**config.mk**
```make
export PLATFORM = sky130hd
export DESIGN_NAME = pipe_hazard_ctrl_flat
export DESIGN_NICKNAME = d
export VERILOG_FILES = /design/src/rtl/pipe_hazard_ctrl_if.sv /design/src/rtl/pipe_hazard_ctrl.sv /design/src/flat_wrapper.sv
export SDC_FILE = /design/constraint.sdc
export NUM_CORES = 1
export LEC_CHECK = 0
export BUFFER_PORTS_ARGS = -buffer_cell sky130_fd_sc_hd__buf_4
export CORE_MARGIN = 3
export CORE_UTILIZATION = 44
export DETAILED_ROUTE_END_ITERATION = 7
export GPL_TIMING_DRIVEN = 0
export PLACE_DENSITY = 0.81
export SLEW_MARGIN = 20
export SYNTH_ARGS = -nofsm -noshare
export SYNTH_HDL_FRONTEND = slang
export SYNTH_SLANG_ARGS = --single-unit
```
**constraint.sdc**
```tcl
create_clock -name clk -period 1.4 [get_ports clk]
set_input_delay 0.14 -clock clk [delete_from_list [all_inputs] [get_ports clk]]
set_output_delay 0.14 -clock clk [all_outputs]
set_load 0.02 [all_outputs]
```
**src/rtl/pipe_hazard_ctrl_if.sv**
```systemverilog
// ============================================================================
// Module      : pipe_hazard_ctrl_if
// Description : Hazard-controller bundle: pipeline status in, stage enables,
//               flushes and multi-cycle status out.
// Revision    : 1.0 - initial release
// ============================================================================
`default_nettype none

interface pipe_hazard_ctrl_if;
    logic [4:0] id_rs1;
    logic [4:0] id_rs2;
    logic       idex_mem_re;
    logic [4:0] idex_rd;
    logic       exmem_branch_taken;
    logic       ex_mc_req;
    logic       mem_wait;

    logic       pc_we;
    logic       if_id_we;
    logic       id_ex_we;
    logic       ex_mem_we;
    logic       if_id_flush;
    logic       id_ex_flush;
    logic       ex_mem_flush;
    logic       mc_start;
    logic       mc_done;
    logic       busy;

    // Pipeline side: reports hazard sources, obeys the enables.
    modport master (
        output id_rs1, id_rs2, idex_mem_re, idex_rd,
               exmem_branch_taken, ex_mc_req, mem_wait,
        input  pc_we, if_id_we, id_ex_we, ex_mem_we,
               if_id_flush, id_ex_flush, ex_mem_flush,
               mc_start, mc_done, busy
    );

    // Controller side.
    modport slave (
        input  id_rs1, id_rs2, idex_mem_re, idex_rd,
               exmem_branch_taken, ex_mc_req, mem_wait,
        output pc_we, if_id_we, id_ex_we, ex_mem_we,
               if_id_flush, id_ex_flush, ex_mem_flush,
               mc_start, mc_done, busy
    );
endinterface

`default_nettype wire

```
**src/rtl/pipe_hazard_ctrl.sv**
```systemverilog
// ============================================================================
// Module      : pipe_hazard_ctrl
// Description : 5-stage pipeline sequencer: load-use bubbles, branch flushes,
//               multi-cycle EX freeze and memory-wait stall. Optional event
//               counters enabled by macro PIPE_HAZARD_STATS_EN.
// Revision    : 1.0 - initial release
// ============================================================================
`default_nettype none

module pipe_hazard_ctrl #(
    parameter int MC_CYCLES = 32,
    parameter int CNT_W     = 6
) (
    input  wire logic         clk,
    input  wire logic         reset,
`ifdef PIPE_HAZARD_STATS_EN
    output logic [31:0]       stat_stall_cnt,
    output logic [31:0]       stat_flush_cnt,
    output logic [31:0]       stat_mc_cnt,
`endif
    pipe_hazard_ctrl_if.slave bus
);

    typedef enum logic [1:0] {
        S_RUN     = 2'd0,
        S_MC_BUSY = 2'd1,
        S_MC_LAST = 2'd2
    } state_t;

    localparam logic [CNT_W-1:0] c_MC_LOAD = CNT_W'(MC_CYCLES - 2);
    // A two-cycle op has no busy phase: start is followed directly by last.
    localparam state_t c_MC_FIRST = (MC_CYCLES == 2) ? S_MC_LAST : S_MC_BUSY;

    state_t           r_state;
    state_t           w_nxt_state;
    logic [CNT_W-1:0] r_cnt;
    logic [CNT_W-1:0] w_nxt_cnt;

    logic w_load_use;
    logic w_pc_we;
    logic w_if_id_we;
    logic w_id_ex_we;
    logic w_ex_mem_we;
    logic w_if_id_flush;
    logic w_id_ex_flush;
    logic w_ex_mem_flush;
    logic w_mc_start;
    logic w_mc_done;
    logic w_busy;
    logic w_ev_stall;
    logic w_ev_flush;

    assign w_load_use = bus.idex_mem_re && (bus.idex_rd != 5'd0) &&
                        ((bus.idex_rd == bus.id_rs1) || (bus.idex_rd == bus.id_rs2));

    always_ff @(posedge clk or posedge reset) begin
        if (reset) begin
            r_state <= S_RUN;
            r_cnt   <= '0;
        end else begin
            r_state <= w_nxt_state;
            r_cnt   <= w_nxt_cnt;
        end
    end

    always_comb begin
        w_nxt_state    = r_state;
        w_nxt_cnt      = r_cnt;
        w_pc_we        = 1'b1;
        w_if_id_we     = 1'b1;
        w_id_ex_we     = 1'b1;
        w_ex_mem_we    = 1'b1;
        w_if_id_flush  = 1'b0;
        w_id_ex_flush  = 1'b0;
        w_ex_mem_flush = 1'b0;
        w_mc_start     = 1'b0;
        w_mc_done      = 1'b0;
        w_ev_stall     = 1'b0;
        w_ev_flush     = 1'b0;
        w_busy         = (r_state != S_RUN);

        if (bus.mem_wait) begin
            w_pc_we     = 1'b0;
            w_if_id_we  = 1'b0;
            w_id_ex_we  = 1'b0;
            w_ex_mem_we = 1'b0;
        end else begin
            case (r_state)
                S_RUN: begin
                    if (bus.exmem_branch_taken) begin
                        w_if_id_flush  = 1'b1;
                        w_id_ex_flush  = 1'b1;
                        w_ex_mem_flush = 1'b1;
                        w_ev_flush     = 1'b1;
                    end else if (bus.ex_mc_req) begin
                        w_mc_start     = 1'b1;
                        w_pc_we        = 1'b0;
                        w_if_id_we     = 1'b0;
                        w_id_ex_we     = 1'b0;
                        w_ex_mem_flush = 1'b1;
                        w_nxt_cnt      = c_MC_LOAD;
                        w_nxt_state    = c_MC_FIRST;
                    end else if (w_load_use) begin
                        w_pc_we       = 1'b0;
                        w_if_id_we    = 1'b0;
                        w_id_ex_flush = 1'b1;
                        w_ev_stall    = 1'b1;
                    end
                end
                S_MC_BUSY: begin
                    w_pc_we        = 1'b0;
                    w_if_id_we     = 1'b0;
                    w_id_ex_we     = 1'b0;
                    w_ex_mem_flush = 1'b1;
                    w_nxt_cnt      = r_cnt - 1'b1;
                    if (r_cnt <= CNT_W'(1)) begin
                        w_nxt_state = S_MC_LAST;
                    end
                end
                S_MC_LAST: begin
                    w_mc_done   = 1'b1;
                    w_nxt_state = S_RUN;
                end
                default: begin
                    w_nxt_state = S_RUN;
                end
            endcase
        end

        // Reset overrides everything so the pipe holds bubbles immediately.
        if (reset) begin
            w_pc_we        = 1'b0;
            w_if_id_we     = 1'b0;
            w_id_ex_we     = 1'b0;
            w_ex_mem_we    = 1'b0;
            w_if_id_flush  = 1'b1;
            w_id_ex_flush  = 1'b1;
            w_ex_mem_flush = 1'b1;
            w_mc_start     = 1'b0;
            w_mc_done      = 1'b0;
            w_busy         = 1'b0;
            w_ev_stall     = 1'b0;
            w_ev_flush     = 1'b0;
        end
    end

    assign bus.pc_we        = w_pc_we;
    assign bus.if_id_we     = w_if_id_we;
    assign bus.id_ex_we     = w_id_ex_we;
    assign bus.ex_mem_we    = w_ex_mem_we;
    assign bus.if_id_flush  = w_if_id_flush;
    assign bus.id_ex_flush  = w_id_ex_flush;
    assign bus.ex_mem_flush = w_ex_mem_flush;
    assign bus.mc_start     = w_mc_start;
    assign bus.mc_done      = w_mc_done;
    assign bus.busy         = w_busy;

`ifdef PIPE_HAZARD_STATS_EN
    logic [31:0] r_stall_cnt;
    logic [31:0] r_flush_cnt;
    logic [31:0] r_mc_cnt;

    always_ff @(posedge clk or posedge reset) begin
        if (reset) begin
            r_stall_cnt <= '0;
            r_flush_cnt <= '0;
            r_mc_cnt    <= '0;
        end else begin
            if (w_ev_stall) r_stall_cnt <= r_stall_cnt + 32'd1;
            if (w_ev_flush) r_flush_cnt <= r_flush_cnt + 32'd1;
            if (w_mc_start) r_mc_cnt    <= r_mc_cnt + 32'd1;
        end
    end

    assign stat_stall_cnt = r_stall_cnt;
    assign stat_flush_cnt = r_flush_cnt;
    assign stat_mc_cnt    = r_mc_cnt;
`else
    logic w_unused_ev;
    assign w_unused_ev = w_ev_stall ^ w_ev_flush;
`endif

endmodule

`default_nettype wire

```
**src/flat_wrapper.sv**
```systemverilog
// flat-port wrapper written by rule: the top's interface ports become plain ports
module pipe_hazard_ctrl_flat 
#(
    parameter int MC_CYCLES = 32,
    parameter int CNT_W     = 6
)
  (clk, reset, bus_id_rs1, bus_id_rs2, bus_idex_mem_re, bus_idex_rd, bus_exmem_branch_taken, bus_ex_mc_req, bus_mem_wait, bus_pc_we, bus_if_id_we, bus_id_ex_we, bus_ex_mem_we, bus_if_id_flush, bus_id_ex_flush, bus_ex_mem_flush, bus_mc_start, bus_mc_done, bus_busy);
  pipe_hazard_ctrl_if bus_i ();
  input  wire logic clk;
  input  wire logic reset;
  input wire logic [$bits(bus_i.id_rs1)-1:0] bus_id_rs1;
  input wire logic [$bits(bus_i.id_rs2)-1:0] bus_id_rs2;
  input wire logic [$bits(bus_i.idex_mem_re)-1:0] bus_idex_mem_re;
  input wire logic [$bits(bus_i.idex_rd)-1:0] bus_idex_rd;
  input wire logic [$bits(bus_i.exmem_branch_taken)-1:0] bus_exmem_branch_taken;
  input wire logic [$bits(bus_i.ex_mc_req)-1:0] bus_ex_mc_req;
  input wire logic [$bits(bus_i.mem_wait)-1:0] bus_mem_wait;
  output wire logic [$bits(bus_i.pc_we)-1:0] bus_pc_we;
  output wire logic [$bits(bus_i.if_id_we)-1:0] bus_if_id_we;
  output wire logic [$bits(bus_i.id_ex_we)-1:0] bus_id_ex_we;
  output wire logic [$bits(bus_i.ex_mem_we)-1:0] bus_ex_mem_we;
  output wire logic [$bits(bus_i.if_id_flush)-1:0] bus_if_id_flush;
  output wire logic [$bits(bus_i.id_ex_flush)-1:0] bus_id_ex_flush;
  output wire logic [$bits(bus_i.ex_mem_flush)-1:0] bus_ex_mem_flush;
  output wire logic [$bits(bus_i.mc_start)-1:0] bus_mc_start;
  output wire logic [$bits(bus_i.mc_done)-1:0] bus_mc_done;
  output wire logic [$bits(bus_i.busy)-1:0] bus_busy;
  assign bus_i.id_rs1 = bus_id_rs1;
  assign bus_i.id_rs2 = bus_id_rs2;
  assign bus_i.idex_mem_re = bus_idex_mem_re;
  assign bus_i.idex_rd = bus_idex_rd;
  assign bus_i.exmem_branch_taken = bus_exmem_branch_taken;
  assign bus_i.ex_mc_req = bus_ex_mc_req;
  assign bus_i.mem_wait = bus_mem_wait;
  assign bus_pc_we = bus_i.pc_we;
  assign bus_if_id_we = bus_i.if_id_we;
  assign bus_id_ex_we = bus_i.id_ex_we;
  assign bus_ex_mem_we = bus_i.ex_mem_we;
  assign bus_if_id_flush = bus_i.if_id_flush;
  assign bus_id_ex_flush = bus_i.id_ex_flush;
  assign bus_ex_mem_flush = bus_i.ex_mem_flush;
  assign bus_mc_start = bus_i.mc_start;
  assign bus_mc_done = bus_i.mc_done;
  assign bus_busy = bus_i.busy;
  pipe_hazard_ctrl #(.MC_CYCLES(MC_CYCLES), .CNT_W(CNT_W)) u_core (.clk(clk), .reset(reset), .bus(bus_i));
endmodule
```
==> out/summary.txt <==
Post-synth EDFFs: 0
Post-synth cell types: 28
Die Footprint: 1980 µm²
Synthesis-to-layout area growth: 80.8%
DRT Pass-1 Iters: 4
Max Clock Skew: 13.4 ps
Hold depth: 3
CTS clock-pin slew for the worst setup and hold paths: 60 ps
Crit end category: primary output
Clk sinks: 8
Yosys reg bits: 8
WP data required: 1260 ps
PwrDens: 1230 nW/µm²
Crit-path max cell delay: 480 ps
Setup slack after layout: -217 ps
First-pass GRT wire length: 3240 µm
Layout Nets: 149
Most frequent cell after synthesis: nand2_1
Main flop type after synthesis: dfrtp_1
WS Path Type: register to primary output
Post-place setup slack: -192 ps
H-tree depth: 1
Slowest cell on crit path: dfrtp_2
Gate Count Post-Synth: 77
Share of layout cells above drive strength 1: 57.3%
DRT iter0 DRCs: 20
FP Rows: 13
Top-area cell type share of the netlist area: 30.7%
Kind of cell adding the most delay to the critical path: flip-flops
Clk buf depth: 2
GRT overflow: 0
Most frequent cells after synthesis: nand2_1 (11), xnor2_1 (10), dfrtp_1 (8)
Syn Nets: 100
Final Hold Viols: 0
Vias per cell: 5.96
Origin of the critical flop-to-flop path: u_core.r_state[1]$_DFFE_PP0P_
RR Endpoint: u_core.r_cnt[5]$_DFFE_PP0P_
Largest net degree at the start of global routing: 11
Post-DP HPWL: 1400 µm
Async S/R FF share, synth: 100%
Placed cell count: 122
Status: finished, violations left
Final period util: 115%
Cells along the critical path: nor3_4, nor3b_2, a21o_1, buf_6
Critical Path Source Type: register
Mapped Area: 653 µm²
Aggregate global-route resource usage: 22.2%
Failing checks: negative setup slack
Post-DR wirelength/cell: 18.6 µm
Core area: 1350 µm²
CTS Root Cell: clkbuf_4
Area leader, netlist: dfrtp_1
Max-slew headroom: 74.8%
Crit path time final: 1620 ps
Final ANT Viol Nets: 0
Hold Crit Class: input pin to register
Initial Util: 48.4%
RD Place Congestion: 0.749
Initial antenna violation count: 0
YS warnings: 0
Hold EP: u_core.r_state[1]$_DFFE_PP0P_
Synth Area per Inst: 8.48 µm²
Sequential share of the synthesized area: 30.7%
WP data arrival: 1480 ps
Number of port buffers: 30
Height of the die: 44.5 µm
Total number of vias: 829
Top-Level Pins: 31
Final setup violation count: 12
CTS buffer count: 3
CP bufs+invs: 1
Vias in the first global route: 715
Total Wirelength: 2590 µm
Max IR drop VDD: 0.822 mV
Post-route insts no fill: 139
Leak Pwr: 0.518 nW
Synth area leaders: dfrtp_1 (31%), xnor2_1 (13%), nand2_1 (6.3%), ha_1 (3.8%), o21ai_0 (3.8%)
Tot Pwr: 1.45 mW
Max Slew Vio Count: 0
Achievable Freq: 618 MHz
Die X-Extent: 44.5 µm
Worst Hold Launch: bus_mem_wait
Worst-Margin Slew: 377 ps
# DRC: 0
Total of max-cap violations: 0
Antenna cells: 0
R2R cell count: 5
TritonCTS clock tree: yes
RSZ-0062 raised after global routing: true
Latest clock arrival within the worst-skew pair: 260 ps
Worst-path fanout max: 5
Reg2Reg Setup Slack: -130 ps
## stage by stage
step	setup TNS [ps]	hold slack [ps]	cell area, µm²	utilization (%)
floorplan	-1.15	-28.3	669	-
global placement	-441	155	913	67.7
detailed placement	-635	153	913	67.7
CTS	-670	162	1070	79.3
global route	-1690	205	1180	87.5
finish	-1070	190	1180	87.5
## area by class of cell
type / count / area (µm²)
Clock buffer: 3 / 22.5
Buffer: 2 / 22.5
Tap cell: 15 / 18.8
Timing Repair Buffer: 44 / 370
Inverter: 5 / 18.8
Sequential cell: 8 / 203
Fill cell: 70 / 169
Multi-Input combinational cell: 62 / 526
## worst reg2reg max path, cell delays in order, from the launching register on
cell      delay [ps]
dfrtp_2          480
nor2_4           160
buf_4            140
o211ai_4          80
or4_4            440
a21boi_2         150
## kinds of logic (layout without fill, tap and decap cells)
family          count (synthesis)  count (layout)  share of synthesized area [%]
fa+ha+maj                       2               2                           3.83
flops                           8               8                           30.7
simple gates                   29              29                           25.1
xor+xnor                       12              12                           16.1
compound gates                 19              19                           19.5
buf+inv                         7              54                           4.79
## sequential cells by signal, indices dropped and copies added, names as in the netlist
name            count
u_core.r_state      2
u_core.r_cnt        6
## report_power, final
part	total, mW	leakage (nW)	switching [mW]	internal [mW]
registers	0.496	0.0903	0.163	0.332
clock network	0.181	0.0138	0.0829	0.0984
logic	0.776	0.413	0.385	0.392
## layout by cell type, fill, tap and decap left out, drive strengths merged
cell	Yosys	layout
a21oi	3	3
xnor2	10	10
o21ai	6	6
a21o	1	1
dfrtp	8	8
or4	3	3
nor3b	1	1
nand2	11	11
inv	5	5
nand3	3	3
clkbuf	0	3
o31ai	3	3
xor2	2	2
o21a	1	1
and3	2	2
nor2b	1	1
ha	2	2
o22ai	1	1
nor3	2	2
nor2	4	4
a21boi	2	2
buf	2	45
dlygate4sd3	0	1
nor4	2	2
o211ai	2	2
## what timing repair did
action                                  CTS  global route
endpoints found under the setup margin    8            10
gates resized for setup                  24            11
hold buffers                              1             0
setup buffers                             4            10
pin swaps                                 8             9
endpoints found under the hold margin     8             0
## worst max-delay path by stage
stage	start	to	slack (ps)	depth (start not counted)
after detailed placement	bus_idex_rd[0]	bus_pc_we	-190	7
after CTS	u_core.r_state[1]$_DFFE_PP0P_	bus_id_ex_flush	-170	4
after global routing	u_core.r_state[1]$_DFFE_PP0P_	bus_id_ex_flush	-280	4
after global placement	bus_idex_rd[0]	bus_pc_we	-180	7
final	u_core.r_state[1]$_DFFE_PP0P_	bus_id_ex_flush	-220	4
after floorplan	bus_idex_rd[0]	bus_pc_we	-1	5
## layer usage
layer	part of all wire [%]	GRT usage, %	vias to the layer above
met4	4.3	5.42	0
met1	37	27.4	391
li1	-	-	365
met3	7.9	5.69	14
met2	51	38.1	59
met5	0	0	-
No activity file was read; power rests on OpenSTA's default activity.
